### config.mk
export PLATFORM = sky130hd
export DESIGN_NAME = uart_rx_frame
export DESIGN_NICKNAME = d
export VERILOG_FILES = /design/src/rtl/uart_rx_frame.sv
export SDC_FILE = /design/constraint.sdc
export NUM_CORES = 1
export LEC_CHECK = 0
export ABC_AREA = 0
export BUFFER_PORTS_ARGS = -buffer_cell sky130_fd_sc_hd__buf_2
export CORE_ASPECT_RATIO = 1.4
export CORE_MARGIN = 1
export CORE_UTILIZATION = 67
export DETAILED_ROUTE_END_ITERATION = 10
export GPL_TIMING_DRIVEN = 0
export PLACE_DENSITY = 0.95
export SYNTH_ARGS = -nofsm -noshare
export SYNTH_HDL_FRONTEND = slang
export SYNTH_SLANG_ARGS = --single-unit
export TNS_END_PERCENT = 1
### constraint.sdc
create_clock -name clk -period 5.7 [get_ports clk]
set_input_delay 0.855 -clock clk [delete_from_list [all_inputs] [get_ports clk]]
set_output_delay 0.855 -clock clk [all_outputs]
set_load 0.02 [all_outputs]
### src/rtl/uart_rx_frame.sv
// Asynchronous serial receiver: start/data/parity/stop framing with a ready flag and error status.
// Optional RX_GLITCH_FILTER_EN adds a 3-sample majority filter on the synchronized line.
`timescale 1ns/1ps
module uart_rx_frame #(
   parameter int CNT_W       = 19,
   parameter int SYNC_STAGES = 2
) (
   input  logic       clk,
   input  logic       reset,
   input  logic       rx,
   input  logic       eight,
   input  logic       pen,
   input  logic       ohel,
   input  logic [3:0] baud,
   input  logic       clr_rdy,
   output logic [7:0] rx_data,
   output logic       rxrdy,
   output logic       perr,
   output logic       ferr,
   output logic       ovf,
   output logic [2:0] fsm_state
);

   typedef enum logic [2:0] {IDLE, START, DATA, PAR, STOP} state_t;

   state_t           state, state_nxt;
   logic [SYNC_STAGES-1:0] sync;
   logic             rx_s, rx_f;
   logic [CNT_W-1:0] cnt, k_l, k_sel, half_m1;
   logic [2:0]       bit_idx;
   logic [7:0]       shreg;
   logic             eight_l, pen_l, ohel_l, par_bit;
   logic             start_det, cnt_clr, shift_en, par_en, done;
   logic             bit_end, last_bit;

   // Line idles high, so the synchronizer resets to 1 to avoid a false start.
   always_ff @(posedge clk or posedge reset) begin
      if (reset) sync <= '1;
      else       sync <= {sync[SYNC_STAGES-2:0], rx};
   end
   assign rx_s = sync[SYNC_STAGES-1];

`ifdef RX_GLITCH_FILTER_EN
   logic [2:0] flt;
   always_ff @(posedge clk or posedge reset) begin
      if (reset) flt <= 3'b111;
      else       flt <= {flt[1:0], rx_s};
   end
   assign rx_f = (flt[0] & flt[1]) | (flt[1] & flt[2]) | (flt[0] & flt[2]);
`else
   assign rx_f = rx_s;
`endif

   always_comb begin
      case (baud)
         4'h0:    k_sel = CNT_W'(333333);
         4'h1:    k_sel = CNT_W'(83333);
         4'h2:    k_sel = CNT_W'(41667);
         4'h3:    k_sel = CNT_W'(20833);
         4'h4:    k_sel = CNT_W'(10417);
         4'h5:    k_sel = CNT_W'(5208);
         4'h6:    k_sel = CNT_W'(2604);
         4'h7:    k_sel = CNT_W'(1736);
         4'h8:    k_sel = CNT_W'(868);
         4'h9:    k_sel = CNT_W'(434);
         4'hA:    k_sel = CNT_W'(217);
         default: k_sel = CNT_W'(109);
      endcase
   end

   assign half_m1  = (k_l >> 1) - 1'b1;
   assign bit_end  = (cnt == k_l - 1'b1);
   assign last_bit = (bit_idx == (eight_l ? 3'd7 : 3'd6));

   always_ff @(posedge clk or posedge reset) begin
      if (reset) state <= IDLE;
      else       state <= state_nxt;
   end

   always_comb begin
      state_nxt = state;
      start_det = 1'b0;
      cnt_clr   = 1'b0;
      shift_en  = 1'b0;
      par_en    = 1'b0;
      done      = 1'b0;
      case (state)
         IDLE:  if (!rx_f) begin start_det = 1'b1; state_nxt = START; end
         START: if (cnt == half_m1) begin
                   cnt_clr   = 1'b1;
                   state_nxt = rx_f ? IDLE : DATA;
                end
         DATA:  if (bit_end) begin
                   cnt_clr  = 1'b1;
                   shift_en = 1'b1;
                   if (last_bit) state_nxt = pen_l ? PAR : STOP;
                end
         PAR:   if (bit_end) begin cnt_clr = 1'b1; par_en = 1'b1; state_nxt = STOP; end
         STOP:  if (bit_end) begin cnt_clr = 1'b1; done = 1'b1; state_nxt = IDLE; end
         default: state_nxt = IDLE;
      endcase
   end

   // Frame format and bit time are frozen at start detect for the whole frame.
   always_ff @(posedge clk or posedge reset) begin
      if (reset) begin
         cnt     <= '0;
         k_l     <= '0;
         bit_idx <= '0;
         shreg   <= '0;
         eight_l <= 1'b0;
         pen_l   <= 1'b0;
         ohel_l  <= 1'b0;
         par_bit <= 1'b0;
      end else begin
         if (start_det || cnt_clr) cnt <= '0;
         else if (state != IDLE)   cnt <= cnt + 1'b1;
         if (start_det) begin
            k_l     <= k_sel;
            eight_l <= eight;
            pen_l   <= pen;
            ohel_l  <= ohel;
            bit_idx <= '0;
            shreg   <= '0;
         end
         if (shift_en) begin
            shreg   <= {rx_f, shreg[7:1]};
            bit_idx <= bit_idx + 1'b1;
         end
         if (par_en) par_bit <= rx_f;
      end
   end

   // A completion coinciding with clr_rdy leaves rxrdy set and ovf clear.
   always_ff @(posedge clk or posedge reset) begin
      if (reset) begin
         rx_data <= '0;
         rxrdy   <= 1'b0;
         perr    <= 1'b0;
         ferr    <= 1'b0;
         ovf     <= 1'b0;
      end else if (done) begin
         rx_data <= eight_l ? shreg : {1'b0, shreg[7:1]};
         perr    <= pen_l & (par_bit != (^shreg ^ ohel_l));
         ferr    <= ~rx_f;
         rxrdy   <= 1'b1;
         ovf     <= clr_rdy ? 1'b0 : (ovf | rxrdy);
      end else if (clr_rdy) begin
         rxrdy <= 1'b0;
         ovf   <= 1'b0;
      end
   end

   assign fsm_state = state;

endmodule

## Word level (Yosys, flattened, before mapping)

Memory sizes are Yosys's and may differ from the RTL's. A register that Yosys moved wholly into a read port is not among the register bits.
Cells that the tools add are included.

| storage, ports and cells | value |
|---|---|
| flip-flop bits (word level) | 70 |
| latch bits | 0 |
| bits in writable memories | 0 |
| ROM bits | 288 |
| bits of input ports | 11 |
| output and inout port bits | 15 |
| word-level logic and storage cells | 76 |
| memories | 1 |

| operators by class | value |
|---|---|
| $add $sub $neg | 4 |
| $mul | 0 |
| divide/modulo/power cells | 0 |
| magnitude comparators | 0 |
| eq/ne operators | 14 |
| shift operators | 0 |
| multiplexer cells | 29 |
| bitwise logic cells | 4 |
| reduce and logical (&&, ||, !) cells | 9 |

Memories:

| memory | words | width | rd ports | clocked after Yosys merged registers in | write ports | RTL line | source |
|---|---|---|---|---|---|---|---|
| (no name shown) | 16 | 18 | 1 | 1 | 0 | 55 | `case (baud)` |

Operators with widths:

| kind | number |
|---|---|
| 19-bit == test | 2 |
| 19-bit two-way mux | 2 |
| 3-bit two-way mux | 9 |
| 8-bit two-way mux | 3 |
| 19-bit by 1-bit adder with 19-bit output, second input constant | 1 |
| 18-bit by 1-bit subtractor with 19-bit output, second input constant | 1 |
| 19-bit by 1-bit subtractor with 19-bit output, second input constant | 1 |
| 3-bit one-hot mux with 5 select lines | 1 |
| 1-bit two-way mux | 12 |
| 2-bit != test, second input constant | 6 |
| 8-bit XOR reduction | 1 |
| 3-bit by 2-bit == test with 1-bit output, second input constant | 2 |
| 6-bit AND reduction | 1 |
| 2-bit nonzero test | 3 |
| 3-bit by 1-bit adder with 3-bit output, second input constant | 1 |
| 3-bit by 1-bit == test with 1-bit output, second input constant | 1 |
| 3-bit == test | 1 |
| 3-bit == test, second input constant | 1 |
| 3-bit logical NOT | 1 |
| 3-bit nonzero test | 1 |
| 3-bit OR reduction | 1 |
| 2-bit two-way mux | 1 |
| 1-bit one-hot mux with 2 select lines | 1 |
| 1-bit bitwise AND | 1 |
| other kinds (5) | 5 |

## Depth between registers and ports, before layout

| logic depth | value |
|---|---|
| word-level depth | 6 |
| gate-level depth with buffers | 12 |

## Worst setup path after synthesis

No wires, ideal clock.

| timing | value |
|---|---|
| path kind | register to register |
| start point | register k_l[1] |
| end point | register cnt[18] |
| setup time | 0.136 ns |
| arrival | 2.742 ns |
| data required time | 5.564 ns |
| slack | 2.821 ns |
| cell stages (with the launch flop) | 13 |
| buffers on the path | 2 |
| clock period less this slack | 2.879 ns |
| cells stage by stage | dfrtp_1 -> inv_1 -> ha_1 -> buf_2 -> nor4b_1 -> nand2_1 -> o311ai_1 -> nor2_1 -> and4b_1 -> nand4_1 -> o211ai_2 -> buf_6 -> nor3_1 |

| on the way | value |
|---|---|
| word-level cells in the longest chain between the ends | 6 |
| elaborated cells between the ends (all ways) | 10 |
| classes of those cells | add/sub: 2; eq/ne: 2; mux: 4; reduce/logical: 2 |

RTL lines:

| what | RTL line | source |
|---|---|---|
| from (decl) | 29 | `logic [CNT_W-1:0] cnt, k_l, k_sel, half_m1;` |
| 19-bit by 1-bit subtractor with 19-bit output or 18-bit by 1-bit subtractor with 19-bit output (tied branches) | 72, 71 |  |
| 19-bit == test, on equally long branches | 72, 89 |  |
| 1-bit two-way mux, on equally long branches | n/a |  |
| 1-bit one-hot mux with 2 select lines * | 87 | `case (state)` |
| 1-bit logical OR * | 116 | `if (start_det \|\| cnt_clr) cnt <= '0;` |
| 19-bit two-way mux or 2-bit nonzero test (tied branches) | n/a |  |
| to (signal assigned) | 117 | `else if (state != IDLE) cnt <= cnt + 1'b1;` |
| to (decl) | 29 |  |

Mark *: on every way between the ends. The rest lies on a longest branch, timed or not.
A chain may end at the register's enable or synchronous reset.

## Worst setup path in the final report

| timing | value |
|---|---|
| start point | register k_l[1] |
| end point | register rx_data[7] |

| on the way | value |
|---|---|
| word-level cells in the longest chain between the ends | 4 |

RTL lines:

| what | RTL line | source |
|---|---|---|
| 19-bit by 1-bit subtractor with 19-bit output | 72 | `assign bit_end = (cnt == k_l - 1'b1);` |
| 19-bit == test | 72 |  |
| 1-bit two-way mux | 99 | `STOP: if (bit_end) begin cnt_clr = 1'b1; done = 1'b1; state_nxt = IDLE; end` |
| 1-bit two-way mux | 87 |  |
| to (signal assigned) | 143 | `rx_data <= eight_l ? shreg : {1'b0, shreg[7:1]};` |
| to (decl) | 16 | `output logic [7:0] rx_data,` |

Every way passes these cells.

==> qor.log <==
INFO  outcome        outcome=finished clean
INFO  sta            tightest_slew=0.989ns
INFO  floorplanning  die-height=101um
INFO  critical_path  startpoint_type=flip-flop
INFO  pwr            power.leakage=0.00224uW
INFO  cells_and_area stdcell_count=688
INFO  logic_synthesis ys_warn_count=0
INFO  critical_path  reg2regPathDepth=11
INFO  logic_synthesis synth_top_flop_cell=sky130_fd_sc_hd__dfrtp_1
INFO  drt            route.detailed.wl_per_inst=18.5um
INFO  min_path       hold_path_depth=0
INFO  clock_network  num_cts_buffers=9
INFO  floorplanning  die_x=72.9um
INFO  clock_network  holdBufCountCts=0
INFO  logic_synthesis yosysSeqAreaShare=36.7%
INFO  cells_and_area layout-drive-gt1-share=11.1%
INFO  drt            drc=0
INFO  cells_and_area diodes=0
INFO  grt            grt_first_pass_wirelength=20.8mm
INFO  clock_network  clock_latency=0.36ns
INFO  critical_path  crit_start=k_l[1]
INFO  grt            grt_use_total=37.2%
INFO  sta            rsz0062_at_grt=no
INFO  grt            first_global_vias=4351
INFO  logic_synthesis synth_nets=574
INFO  sta            clock_skew=0.00543ns
INFO  drt            drt_iter0_drc=455
INFO  logic_synthesis mappedNetlistArea=4710um^2
INFO  sta            drv_slew=0
INFO  sta            achievable-frequency=251MHz
INFO  sta            hold_viol=0
INFO  clock_network  cts.path.max_buffers=2
INFO  logic_synthesis synth_edf_count=0
INFO  sta            max-slew-margin-rel=33.1%
INFO  clock_network  clockRootBuffer=sky130_fd_sc_hd__clkbuf_8
INFO  pwr            maximum_vdd_drop=248uV
INFO  drt            vias=4411
INFO  cells_and_area area_occupied_by_multi_input_gates=2740um^2
INFO  logic_synthesis number_of_cells_produced_by_synthesis=554
INFO  logic_synthesis postSynthRegisterBits=69
INFO  drt            vias_per_cell=6.41
INFO  drt            postRouteAntennaNets=0
INFO  floorplanning  ios=26
INFO  floorplanning  full_die_area=7380um^2
INFO  clock_network  cts.reportedPaths.clkPinSlew=0.09ns
INFO  cells_and_area regArea=1730um^2
INFO  critical_path  cp.required=5.89ns
INFO  clock_network  htree_levels=3
INFO  critical_path  worst_path_fanout_max=10
INFO  critical_path  r2r-start=k_l[1]
INFO  logic_synthesis synth_cell_types=59
INFO  grt            antenna_violations_before_repair=1
INFO  drt            finalWirelength=12.7mm
INFO  critical_path  ws_path_type=reg -> reg
INFO  pwr            cellPowerDensity=455nW/um^2
INFO  sta            finalCritPeriodShare=69.9%
INFO  placed_design  port_buffers=25
INFO  sta            worst_hold_slack=0.361ns
INFO  grt            grt_max_degree=47
INFO  cells_and_area design.final.nets=611
INFO  cells_and_area fillCellCount=435
INFO  clock_network  number_of_gates_resized_after_cts=0
INFO  run            drv_cap=0
INFO  placed_design  finalWeightedCongestion=0.977
INFO  clock_network  cts_post_setup_buffers_inserted=0
INFO  placed_design  dp_hpwl=8.96mm
INFO  sta            setup_total_neg_slack=0ns
INFO  floorplanning  placement_rows=35
INFO  clock_network  tritoncts=built
INFO  drt            first_pass_iters=5
INFO  clock_network  clock_sink_count=69
INFO  logic_synthesis postSynthAreaPerCell=8.51um^2
INFO  grt            grt_overflow=0
INFO  critical_path  cp-end-kind=flip-flop
INFO  logic_synthesis postSynth.asyncResetShare=100%
INFO  sta            setup_viol_count_final=0
INFO  critical_path  crit_arrival=4.18ns
INFO  min_path       hold_class=reg -> reg
INFO  floorplanning  core_region=6700um^2
INFO  floorplanning  initial_utilization=70.3%
INFO  sta            final_period_minus_worst_setup_slack=3.98ns
INFO  placed_design  numPlacedInstances=672
INFO  cells_and_area area_growth_syn_to_layout=9.90%
INFO  min_path       worst_min_path_start=sync[0]
[synth_stat cells (9+ instances only)]
cell type	instances	area (um^2)
sky130_fd_sc_hd__nor2_1	33	124
sky130_fd_sc_hd__mux2i_1	19	190
sky130_fd_sc_hd__o21ai_0	38	190
sky130_fd_sc_hd__nor4_1	10	62.6
sky130_fd_sc_hd__xor2_1	34	298
sky130_fd_sc_hd__inv_1	15	56.3
sky130_fd_sc_hd__clkbuf_1	36	135
sky130_fd_sc_hd__nand3_1	18	90.1
sky130_fd_sc_hd__xnor2_1	39	342
sky130_fd_sc_hd__dfrtp_1	67	1680
sky130_fd_sc_hd__a21oi_1	18	90.1
sky130_fd_sc_hd__nor3_1	33	165
sky130_fd_sc_hd__nand2_1	74	278
sky130_fd_sc_hd__nand4_1	20	125
sky130_fd_sc_hd__ha_1	9	113
[cells in the final DEF, fill, tap and decap left out, drive strengths merged, types with 3 or more instances in the layout]
master / count
a211oi: 3
a21oi: 19
a31oi: 3
and3: 4
buf: 33
clkbuf: 45
dfrtp: 67
ha: 9
inv: 18
mux2i: 19
nand2: 74
nand2b: 6
nand3: 18
nand4: 21
nor2: 33
nor2b: 6
nor3: 34
nor3b: 4
nor4: 12
nor4b: 7
o211ai: 4
o21ai: 38
o31ai: 6
or3: 6
or4: 3
xnor2: 39
xor2: 34
[final timing paths]
| check | slack (ns) | to |
|---|---|---|
| worst max-delay path | 1.72 | rx_data[7] |
| worst min-delay path | 0.36 | sync[1] |
| worst max register to register | 1.72 | rx_data[7] |
| worst min register to register | 0.36 | sync[1] |
| max in group asynchronous | 4.51 | sync[0] |
| min in group asynchronous | 0.52 | fsm_state[1] |
[layout make-up]
type | count | area share [%]
buffer | 43 | 3.62
tap | 92 | 2.22
inverter | 15 | 1.09
sequential | 69 | 33.4
clock buffer | 9 | 2.39
clock inverter | 7 | 1.59
multi-input combinational | 427 | 52.9
timing repair buffer | 26 | 2.80
[where the power goes]
part           switching [uW]  internal, uW  leakage [uW]
Combinational             764           474       0.00123
Sequential               97.0           591      0.000915
Clock                     220           209     0.0000984
Total                    1080          1270       0.00224
[metrics by stage]
stage	utilization [%]	power [uW]	setup WS, ns	area [um^2]
6_report	77.3	2350	1.72	5180
4_1_cts	77.3	2310	2.09	5180
3_5_place_dp	74.2	1870	2.09	4970
3_3_place_gp	73.9	1830	2.22	4950
2_1_floorplan	-	1610	2.82	4710
5_1_grt	77.3	2510	1.32	5180
[routing by layer]
layer  routed length [um]  vias up  GRT usage (%)
li1                     -     2008              -
met1                 4770     2080           41.2
met2                 6260      230           61.5
met3                  811       93           9.55
met4                  860        0           26.7
met5                    0        -              0
[critical path: stages, from the launching register on]
cell and delay [ns]:
sky130_fd_sc_hd__dfrtp_1 0.45, sky130_fd_sc_hd__inv_1 0.13, sky130_fd_sc_hd__ha_1 0.15, sky130_fd_sc_hd__buf_2 0.19
sky130_fd_sc_hd__nor4b_1 0.40, sky130_fd_sc_hd__nand4_1 0.25, sky130_fd_sc_hd__nor4b_1 0.35, sky130_fd_sc_hd__a211oi_1 0.13
sky130_fd_sc_hd__nor3_1 0.56, sky130_fd_sc_hd__nand4_2 0.29, sky130_fd_sc_hd__clkbuf_1 0.31, sky130_fd_sc_hd__o21ai_0 0.59
[sequential cells by signal, summed over array words and instances (netlist names)]
register	flops
k_l	18
ovf	1
rx_data	8
perr	1
bit_idx	3
eight_l	1
rxrdy	1
pen_l	1
sync	2
ferr	1
ohel_l	1
shreg	8
cnt	19
fsm_state	3
par_bit	1
[kinds of logic after synthesis]
family          count (synthesis)  share of synthesized area [%]
compound gates                 86                           11.2
simple gates                  238                           26.5
flops                          69                           36.7
fa+ha+maj                       9                           2.39
buf+inv                        58                           5.18
mux                            21                           4.51
xor+xnor                       73                           13.6
Note: power is estimated with default switching activity, not from simulation.
